$ cat config.mk
export PLATFORM = sky130hd
export DESIGN_NAME = decode_iter_ctrl_flat
export DESIGN_NICKNAME = d
export VERILOG_FILES = /design/src/rtl/decode_iter_if.sv /design/src/rtl/decode_iter_ctrl.sv /design/src/flat_wrapper.sv
export SDC_FILE = /design/constraint.sdc
export NUM_CORES = 1
export LEC_CHECK = 0
export CAP_MARGIN = 20
export CORE_MARGIN = 2
export CORE_UTILIZATION = 51
export CTS_BUF_LIST = sky130_fd_sc_hd__clkbuf_16
export DETAILED_ROUTE_END_ITERATION = 8
export PLACE_DENSITY = 0.82
export SETUP_SLACK_MARGIN = 0.3
export SLEW_MARGIN = 20
export SYNTH_ARGS = -nofsm -noshare
export SYNTH_HDL_FRONTEND = slang
export SYNTH_SLANG_ARGS = --single-unit
$ cat constraint.sdc
create_clock -name clk -period 5.1 [get_ports clk]
set_input_delay 1.02 -clock clk [delete_from_list [all_inputs] [get_ports clk]]
set_output_delay 1.02 -clock clk [all_outputs]
set_load 0.005 [all_outputs]
$ cat src/rtl/decode_iter_if.sv
// Handshake and datapath-control bundle between the decoder iteration
// sequencer (slave) and its surrounding datapath/host logic (master).
interface decode_iter_if #(
   parameter int ITER_W = 4
);
   logic              in_valid;
   logic              in_ready;
   logic [ITER_W-1:0] cfg_max_iter;
   logic              cfg_early_stop;
   logic              abort;
   logic              syndrome_ok;
   logic              llr_we;
   logic              elem_zero;
   logic              elem_we;
   logic [ITER_W-1:0] iter_idx;
   logic              busy;
   logic              out_valid;
   logic              out_ready;
   logic [ITER_W-1:0] iters_used;
   logic              early_stopped;

   modport master (
      output in_valid, cfg_max_iter, cfg_early_stop, abort, syndrome_ok, out_ready,
      input  in_ready, llr_we, elem_zero, elem_we, iter_idx, busy, out_valid,
             iters_used, early_stopped
   );

   modport slave (
      input  in_valid, cfg_max_iter, cfg_early_stop, abort, syndrome_ok, out_ready,
      output in_ready, llr_we, elem_zero, elem_we, iter_idx, busy, out_valid,
             iters_used, early_stopped
   );
endinterface

$ cat src/rtl/decode_iter_ctrl.sv
// Iteration sequencer for the min-sum decoder: loads LLRs, steps layer
// iterations over a SETTLE-cycle multicycle path, stops on limit or syndrome.
module decode_iter_ctrl #(
   parameter int MAX_ITER = 5,
   parameter int SETTLE   = 2,
   parameter int ITER_W   = 4
) (
   input logic         clk,
   input logic         rst,
   decode_iter_if.slave bus
);
   localparam int                CNT_W    = (SETTLE > 1) ? $clog2(SETTLE) : 1;
   localparam logic [CNT_W-1:0]  CNT_LAST = CNT_W'(SETTLE - 1);
   localparam logic [ITER_W-1:0] ITER_MAX = ITER_W'(MAX_ITER);
   localparam logic [ITER_W-1:0] ITER_ONE = ITER_W'(1'b1);
   localparam logic [ITER_W-1:0] ITER_ZERO = {ITER_W{1'b0}};

   typedef enum logic [1:0] {
      ST_IDLE  = 2'd0,
      ST_RUN   = 2'd1,
      ST_CHECK = 2'd2,
      ST_DONE  = 2'd3
   } state_t;

   state_t            state_r;
   logic [CNT_W-1:0]  settle_r;
   logic [ITER_W-1:0] iter_idx_r;
   logic [ITER_W-1:0] lim_r;
   logic [ITER_W-1:0] iters_used_r;
   logic              early_stop_en_r;
   logic              early_stopped_r;
   logic              busy_r;
   logic              out_valid_r;
   logic              in_ready_r;
   logic              elem_zero_r;

   logic              accept_s;
   logic              capture_s;
   logic              stop_hit_s;
   logic              finish_s;

   // A request of 0 still runs one iteration; larger requests saturate.
   function automatic logic [ITER_W-1:0] clamp_limit(input logic [ITER_W-1:0] req);
      logic [ITER_W-1:0] lim;
      if (req == ITER_ZERO) begin
         lim = ITER_ONE;
      end else if (req > ITER_MAX) begin
         lim = ITER_MAX;
      end else begin
         lim = req;
      end
      return lim;
   endfunction

   // Same-cycle strobes and termination decode; reset and abort mask them all.
   always_comb begin
      accept_s   = 1'b0;
      capture_s  = 1'b0;
      stop_hit_s = 1'b0;
      finish_s   = 1'b0;
      if (!rst && !bus.abort) begin
         case (state_r)
            ST_IDLE:  accept_s  = bus.in_valid;
            ST_RUN:   capture_s = (settle_r == CNT_LAST);
            ST_CHECK: begin
               stop_hit_s = early_stop_en_r & bus.syndrome_ok;
               finish_s   = stop_hit_s | (iter_idx_r == (lim_r - ITER_ONE));
            end
            default:  accept_s = 1'b0;
         endcase
      end else begin
         accept_s = 1'b0;
      end
   end

   // Sequencer state machine with all status outputs registered.
   always_ff @(posedge clk) begin
      if (rst) begin
         state_r         <= ST_IDLE;
         settle_r        <= {CNT_W{1'b0}};
         iter_idx_r      <= ITER_ZERO;
         lim_r           <= ITER_ONE;
         iters_used_r    <= ITER_ZERO;
         early_stop_en_r <= 1'b0;
         early_stopped_r <= 1'b0;
         busy_r          <= 1'b0;
         out_valid_r     <= 1'b0;
         in_ready_r      <= 1'b1;
         elem_zero_r     <= 1'b0;
      end else if (bus.abort && (state_r != ST_IDLE)) begin
         state_r         <= ST_IDLE;
         settle_r        <= {CNT_W{1'b0}};
         iter_idx_r      <= ITER_ZERO;
         iters_used_r    <= ITER_ZERO;
         early_stopped_r <= 1'b0;
         busy_r          <= 1'b0;
         out_valid_r     <= 1'b0;
         in_ready_r      <= 1'b1;
         elem_zero_r     <= 1'b0;
      end else begin
         case (state_r)
            ST_IDLE: begin
               if (accept_s) begin
                  lim_r           <= clamp_limit(bus.cfg_max_iter);
                  early_stop_en_r <= bus.cfg_early_stop;
                  iter_idx_r      <= ITER_ZERO;
                  settle_r        <= {CNT_W{1'b0}};
                  busy_r          <= 1'b1;
                  in_ready_r      <= 1'b0;
                  elem_zero_r     <= 1'b1;
                  state_r         <= ST_RUN;
               end
            end
            ST_RUN: begin
               if (capture_s) begin
                  elem_zero_r <= 1'b0;
                  state_r     <= ST_CHECK;
               end else begin
                  settle_r <= settle_r + CNT_W'(1'b1);
               end
            end
            ST_CHECK: begin
               if (finish_s) begin
                  iters_used_r    <= iter_idx_r + ITER_ONE;
                  early_stopped_r <= stop_hit_s;
                  out_valid_r     <= 1'b1;
                  state_r         <= ST_DONE;
               end else begin
                  iter_idx_r <= iter_idx_r + ITER_ONE;
                  settle_r   <= {CNT_W{1'b0}};
                  state_r    <= ST_RUN;
               end
            end
            ST_DONE: begin
               // in_ready rises only after leaving DONE, giving a one-cycle bubble.
               if (bus.out_ready) begin
                  out_valid_r <= 1'b0;
                  busy_r      <= 1'b0;
                  in_ready_r  <= 1'b1;
                  state_r     <= ST_IDLE;
               end
            end
            default: begin
               state_r     <= ST_IDLE;
               busy_r      <= 1'b0;
               out_valid_r <= 1'b0;
               in_ready_r  <= 1'b1;
               elem_zero_r <= 1'b0;
            end
         endcase
      end
   end

   assign bus.in_ready      = in_ready_r;
   assign bus.llr_we        = accept_s;
   assign bus.elem_we       = capture_s;
   assign bus.elem_zero     = elem_zero_r;
   assign bus.iter_idx      = iter_idx_r;
   assign bus.busy          = busy_r;
   assign bus.out_valid     = out_valid_r;
   assign bus.iters_used    = iters_used_r;
   assign bus.early_stopped = early_stopped_r;
endmodule

$ cat src/flat_wrapper.sv
// flat-port wrapper written by rule: the top's interface ports become plain ports
module decode_iter_ctrl_flat 
#(
   parameter int MAX_ITER = 5,
   parameter int SETTLE   = 2,
   parameter int ITER_W   = 4
)
  (clk, rst, bus_in_valid, bus_cfg_max_iter, bus_cfg_early_stop, bus_abort, bus_syndrome_ok, bus_out_ready, bus_in_ready, bus_llr_we, bus_elem_zero, bus_elem_we, bus_iter_idx, bus_busy, bus_out_valid, bus_iters_used, bus_early_stopped);
  decode_iter_if #(.ITER_W(ITER_W)) bus_i ();
  input logic clk;
  input logic rst;
  input wire logic [$bits(bus_i.in_valid)-1:0] bus_in_valid;
  input wire logic [$bits(bus_i.cfg_max_iter)-1:0] bus_cfg_max_iter;
  input wire logic [$bits(bus_i.cfg_early_stop)-1:0] bus_cfg_early_stop;
  input wire logic [$bits(bus_i.abort)-1:0] bus_abort;
  input wire logic [$bits(bus_i.syndrome_ok)-1:0] bus_syndrome_ok;
  input wire logic [$bits(bus_i.out_ready)-1:0] bus_out_ready;
  output wire logic [$bits(bus_i.in_ready)-1:0] bus_in_ready;
  output wire logic [$bits(bus_i.llr_we)-1:0] bus_llr_we;
  output wire logic [$bits(bus_i.elem_zero)-1:0] bus_elem_zero;
  output wire logic [$bits(bus_i.elem_we)-1:0] bus_elem_we;
  output wire logic [$bits(bus_i.iter_idx)-1:0] bus_iter_idx;
  output wire logic [$bits(bus_i.busy)-1:0] bus_busy;
  output wire logic [$bits(bus_i.out_valid)-1:0] bus_out_valid;
  output wire logic [$bits(bus_i.iters_used)-1:0] bus_iters_used;
  output wire logic [$bits(bus_i.early_stopped)-1:0] bus_early_stopped;
  assign bus_i.in_valid = bus_in_valid;
  assign bus_i.cfg_max_iter = bus_cfg_max_iter;
  assign bus_i.cfg_early_stop = bus_cfg_early_stop;
  assign bus_i.abort = bus_abort;
  assign bus_i.syndrome_ok = bus_syndrome_ok;
  assign bus_i.out_ready = bus_out_ready;
  assign bus_in_ready = bus_i.in_ready;
  assign bus_llr_we = bus_i.llr_we;
  assign bus_elem_zero = bus_i.elem_zero;
  assign bus_elem_we = bus_i.elem_we;
  assign bus_iter_idx = bus_i.iter_idx;
  assign bus_busy = bus_i.busy;
  assign bus_out_valid = bus_i.out_valid;
  assign bus_iters_used = bus_i.iters_used;
  assign bus_early_stopped = bus_i.early_stopped;
  decode_iter_ctrl #(.MAX_ITER(MAX_ITER), .SETTLE(SETTLE), .ITER_W(ITER_W)) u_core (.clk(clk), .rst(rst), .bus(bus_i));
endmodule
Word-level counts from Yosys, hierarchy flattened
Cells that the tools add are included. W data, S select, Z words.

Add/sub/neg operators: 3. Order comparisons: 1. Equality and inequality tests: 10. Multiplexer cells: 30. Bitwise logic cells: 3. Reductions and logical operators: 21.

Operators with widths (number): $reduce_and A3 Y1 (6); $mux W4 (4); $mux W1 (15); $ne A2 B2 Y1 const B (5); $reduce_bool A2 Y1 (5); $mux W2 (4); $pmux W1 S2 (4); $pmux W2 S4 (1); $pmux W4 S2 (1); $add A4 B1 Y4 const B (1); $eq A2 B2 Y1 const B (2); $eq A4 B4 Y1 (1); $gt A4 B3 Y1 const B (1); $logic_not A4 Y1 (1); $reduce_and A4 Y1 (1); $sub A4 B1 Y4 const B (1); $pmux W1 S3 (1); $reduce_bool A3 Y1 (1); $eq A2 B1 Y1 const B (1); $logic_and A1 B1 Y1 (2); $logic_not A1 Y1 (2); $logic_not A2 Y1 (1); $ne A2 B1 Y1 const B (1); $reduce_and A2 Y1 (1); 5 further kinds (5).

Register bits: 21. Output and inout bits: 15. Logic and storage cells: 79.

Longest topological paths before layout
Depth in word-level cells: 7. Depth in mapped cells: 9. Mapped depth without buffers: 7.

Least setup slack after synthesis
OpenSTA, ideal clock, no wires.

Path kind: input -> output. Start point: input rst. End point: output bus_llr_we. Arrival: 2.004 ns. Required time: 4.080 ns. Path slack: 2.076 ns. Stages: 6. Path buffers: 3. Path through: buf_6 > or2_4 > or3_1 > buf_6 > clkinv_4 > buf_12.

Word-level cells in the longest chain between the ends: 3.

RTL lines: start, declared (RTL line flat_wrapper.sv:11) `input logic rst;`; $logic_not A1 Y1 (RTL line decode_iter_ctrl.sv:61) `if (!rst && !bus.abort) begin`; $logic_and A1 B1 Y1 (RTL line decode_iter_ctrl.sv:61); $mux W1 (RTL line decode_iter_ctrl.sv:61); end, declared (RTL line flat_wrapper.sv:19) `output wire logic [$bits(bus_i.llr_we)-1:0] bus_llr_we;`.

Every way passes these cells.

Final worst setup path
Ends and elaborated chain as after synthesis.

==> impl.org <==
** Clock tree
- Buffers inserted during clock tree synthesis total 3.
- For the worst-skew pair, the clock arrives at the later sink with an insertion delay of 0.26 ns.
- After clock tree synthesis, the repair step resized 0 gates.
- Root buffer cell :: sky130_fd_sc_hd__clkbuf_16
- No sink is reached through more buffers than the 2 on the longest clock path.
- TritonCTS built the clock tree.
- In this run the post-CTS setup repair buffer count came out at 0.
- The tree built by TritonCTS fans out to 21 sinks.
- CTS built an H-tree with a depth of 1.
- For this design, the CTS-stage hold fixing added 0 buffers.
- After clock tree synthesis, the clock-pin slew on the worst setup and hold paths is 0.05 ns.

** Yosys
- Number of warnings issued by yosys :: 0
- Number of library cell types mapped by synthesis :: 32
- Average cell area after synthesis :: 8.61 sq um
- Of the post-synthesis cell area, the dominant cell type holds 0.394.
- Instance count of the mapped netlist :: 124
- The synthesized design spends more area on one cell type than any other, namely sky130_fd_sc_hd__dfxtp_1.
- Seq/Total Area, Yosys :: 0.394
- The synthesized design contains 21 register bits.
- Leading cell types by total area after synthesis :: sky130_fd_sc_hd__dfxtp_1, sky130_fd_sc_hd__nand2_1, sky130_fd_sc_hd__mux2i_1, sky130_fd_sc_hd__xnor2_1, sky130_fd_sc_hd__a21oi_1
- The synthesized netlist occupies a cell area of 1070 sq um.
- Post-Syn Nets :: 137

** Floorplan
- Die Area :: 2470 sq um
- Core outline area :: 1960 sq um
- The floorplan step set the die width to 49.7 um.
- Measured along the y axis, the die boundary spans 49.7 um.
- Standard-cell row count :: 16
- For this configuration, the core starts out at a cell density of 0.544.
- Number of top-level design ports :: 26

** Route
- Once detail routing completed, the nets flagged for antenna violations numbered 0.
- Wire length per cell :: 13.0 um
- The first detailed-routing pass ran for 4 iterations.
- Iteration-0 DRC Markers :: 14
- Via count :: 935
- Number of design rule violations left after detail routing :: 0
- The routed design has 2.27 mm of wire.
- Vias per std cell :: 5.34

** STA
- RSZ-0062 raised after global routing :: false
- Number of endpoints with negative hold slack in the final report :: 0
- Total negative slack for setup checks :: 0 ns
- The worst pin sits at a relative slew slack of 0.611.
- The total count of max-transition violations in the final report is 0.
- Finish-stage setup viols :: 0
- Crit share post-route :: 0.801
- Achievable Freq :: 245 MHz
- At the pin with the least slew margin, the transition time is 0.581 ns.
- Post-route worst hold slack :: 0.457 ns
- Between clock sinks in the finished design, the worst skew comes to 0.00296 ns.
- Fin crit period :: 4.09 ns

** Setup path
- Worst path arrival time :: 3.07 ns
- Worst Setup SP :: rst
- STA classifies the critical path startpoint as an input port.
- In this design, the stage delay of the slowest critical-path cell is 0.57 ns.
- CP Max Fanout :: 11
- In this design, the largest share of critical-path delay is due to buffers and inverters.
- Bufs and invs on worst path :: 3
- R2R Setup Slk :: 3.17 ns
- The critical path is of the in2out type.
- Counting stages on the worst path, the most repeated cell is sky130_fd_sc_hd__clkdlybuf4s50_1.
- Worst-path cell chain :: clkdlybuf4s50_1, or2_4, or3_1, clkinv_4, clkdlybuf4s50_1
- Cell with the largest stage delay on the worst path :: sky130_fd_sc_hd__clkdlybuf4s50_1
- The startpoint identified for the worst register-to-register timing path is u_core.lim_r[0].
- STA puts the critical path data required time at 4.08 ns.
- Capturing element type of the critical path :: output port

** Global routing
- All-Layer GR Usage :: 0.205
- Pin count of the biggest net entering global routing :: 13
- The number of antenna violations at the first check in global routing was 0.
- The first global-routing pass estimated 3.87 mm of wire.
- Number of global-route vias before repair :: 862
- Global routing finished with a remaining overflow of 0.

** Final layout
- Flip-flop and latch area :: 420 sq um
- Antenna diode count :: 0
- Filler cell count in the final layout :: 169
- Non-filler cells, final :: 175
- Layout cell share with drive strength beyond 1 :: 0.0743
- Total number of nets in the final design :: 162
- Area of the multi-input gates :: 577 sq um
- Area added between synthesis and finish :: 29.4%

** Worst hold path
- Critical hold path startpoint :: u_core.bus.out_valid
- The worst hold path belongs to the class reg2reg.

** Power
- The analysis attributes to cell leakage a power of 0.522 nW.
- Power Density :: 274 nW/um^2
- The worst-case IR drop observed on VDD is 0.254 mV.
- Tot Pwr :: 0.000378 W

** Placement
- Final weighted congestion of routability-driven global placement :: 0.781
- Post-placement cell count :: 171
- HPWL after detailed placement :: 1.67 mm
- Port Buffers :: 25

** Run status
- Status :: complete, no violations

** Flow run
- Maximum Capacitance Violations :: 0
-- registers in the layout, summed over array words and instances (netlist names), 2 cells and up --
signal	cells
u_core.bus.iters_used	4
u_core.state_r	2
u_core.lim_r	4
u_core.bus.iter_idx	4
-- tightest hold or removal path, stage by stage, from the launching register on --
cell and delay (ns):
sky130_fd_sc_hd__dfxtp_1 0.31, sky130_fd_sc_hd__nand2_1 0.05, sky130_fd_sc_hd__a21oi_1 0.05
-- layer usage --
layer,vias up,part of all wire,global-route usage
met5,-,0,0
met4,0,0.019,0.0972
met3,5,0.036,0.0394
met2,21,0.50,0.371
met1,433,0.44,0.228
li1,476,-,-
-- layout make-up --
type,count,share of cell area
multi-input combinational,94,0.418
sequential,21,0.304
timing repair buffer,25,0.181
clock buffer,3,0.0543
tap,27,0.0245
inverter,4,0.0145
clock inverter,1,0.00362
-- synth_stat cells --
cell type	number
sky130_fd_sc_hd__xor2_1	3
sky130_fd_sc_hd__nand2b_1	3
sky130_fd_sc_hd__a211oi_1	2
sky130_fd_sc_hd__nor3b_1	1
sky130_fd_sc_hd__o21a_1	2
sky130_fd_sc_hd__clkbuf_1	2
sky130_fd_sc_hd__xnor2_1	6
sky130_fd_sc_hd__dfxtp_1	21
sky130_fd_sc_hd__clkinv_4	1
sky130_fd_sc_hd__nor2_2	1
sky130_fd_sc_hd__a211oi_2	1
sky130_fd_sc_hd__nor2b_1	1
sky130_fd_sc_hd__buf_6	2
sky130_fd_sc_hd__a211o_1	1
sky130_fd_sc_hd__a21boi_0	1
sky130_fd_sc_hd__or2_4	1
sky130_fd_sc_hd__nor2_1	8
sky130_fd_sc_hd__o31ai_2	1
sky130_fd_sc_hd__or3_1	4
sky130_fd_sc_hd__buf_12	1
sky130_fd_sc_hd__nor3_1	4
sky130_fd_sc_hd__mux2i_1	8
sky130_fd_sc_hd__nand2_1	22
sky130_fd_sc_hd__nand2_2	1
sky130_fd_sc_hd__nand3_1	3
sky130_fd_sc_hd__a31oi_1	2
sky130_fd_sc_hd__inv_1	3
sky130_fd_sc_hd__ha_1	2
sky130_fd_sc_hd__o21ai_0	7
sky130_fd_sc_hd__or2_2	1
sky130_fd_sc_hd__and3_1	1
sky130_fd_sc_hd__a21oi_1	7
-- final timing paths --
path	end	cells past startpoint
setup / recovery	bus_llr_we	5
hold / removal	u_core.bus.out_valid	2
setup reg to reg	u_core.bus.iters_used[1]	7
hold reg to reg	u_core.bus.out_valid	2
-- kinds of logic (layout without fill, tap and decap cells) --
kind of cell,after synthesis,count (layout),share of synthesized area
AO/OA/AOI/OAI,24,24,0.144
XOR/XNOR,9,9,0.0739
adder cells (fa/ha/maj),2,2,0.0234
buffers and inverters,9,33,0.0657
flip-flops,21,21,0.394
multiplexers,8,8,0.0750
AND/OR/NAND/NOR,51,51,0.224
-- metrics by stage --
step / util / area [sq um] / setup WS (ns)
after detailed placement: 0.663 / 1300 / 1.03
after CTS: 0.704 / 1380 / 1.02
after global placement: 0.663 / 1300 / 1.06
after global routing: 0.704 / 1380 / 0.923
final: 0.704 / 1380 / 1.01
after floorplan: - / 1070 / 2.08
-- layout by cell type (no fill, tap or decap), drive strengths merged, types with 2 or more instances in the layout --
cell type / count
a211oi: 3
a21oi: 7
a31oi: 2
clkbuf: 3
clkdlybuf4s50: 25
clkinv: 2
dfxtp: 21
ha: 2
inv: 3
mux2i: 8
nand2: 23
nand2b: 3
nand3: 3
nor2: 9
nor3: 4
o21a: 2
o21ai: 7
or2: 2
or3: 4
xnor2: 6
xor2: 3
-- power breakdown --
group / leakage (nW) / internal [W] / total (W) / switching, W
registers: 0.170 / 0.000168 / 0.000172 / 0.00000389
logic: 0.311 / 0.0000212 / 0.0000419 / 0.0000207
clock network: 0.0409 / 0.000105 / 0.000164 / 0.0000590
total: 0.522 / 0.000295 / 0.000378 / 0.0000836
Note: power is estimated with default switching activity, not from simulation.
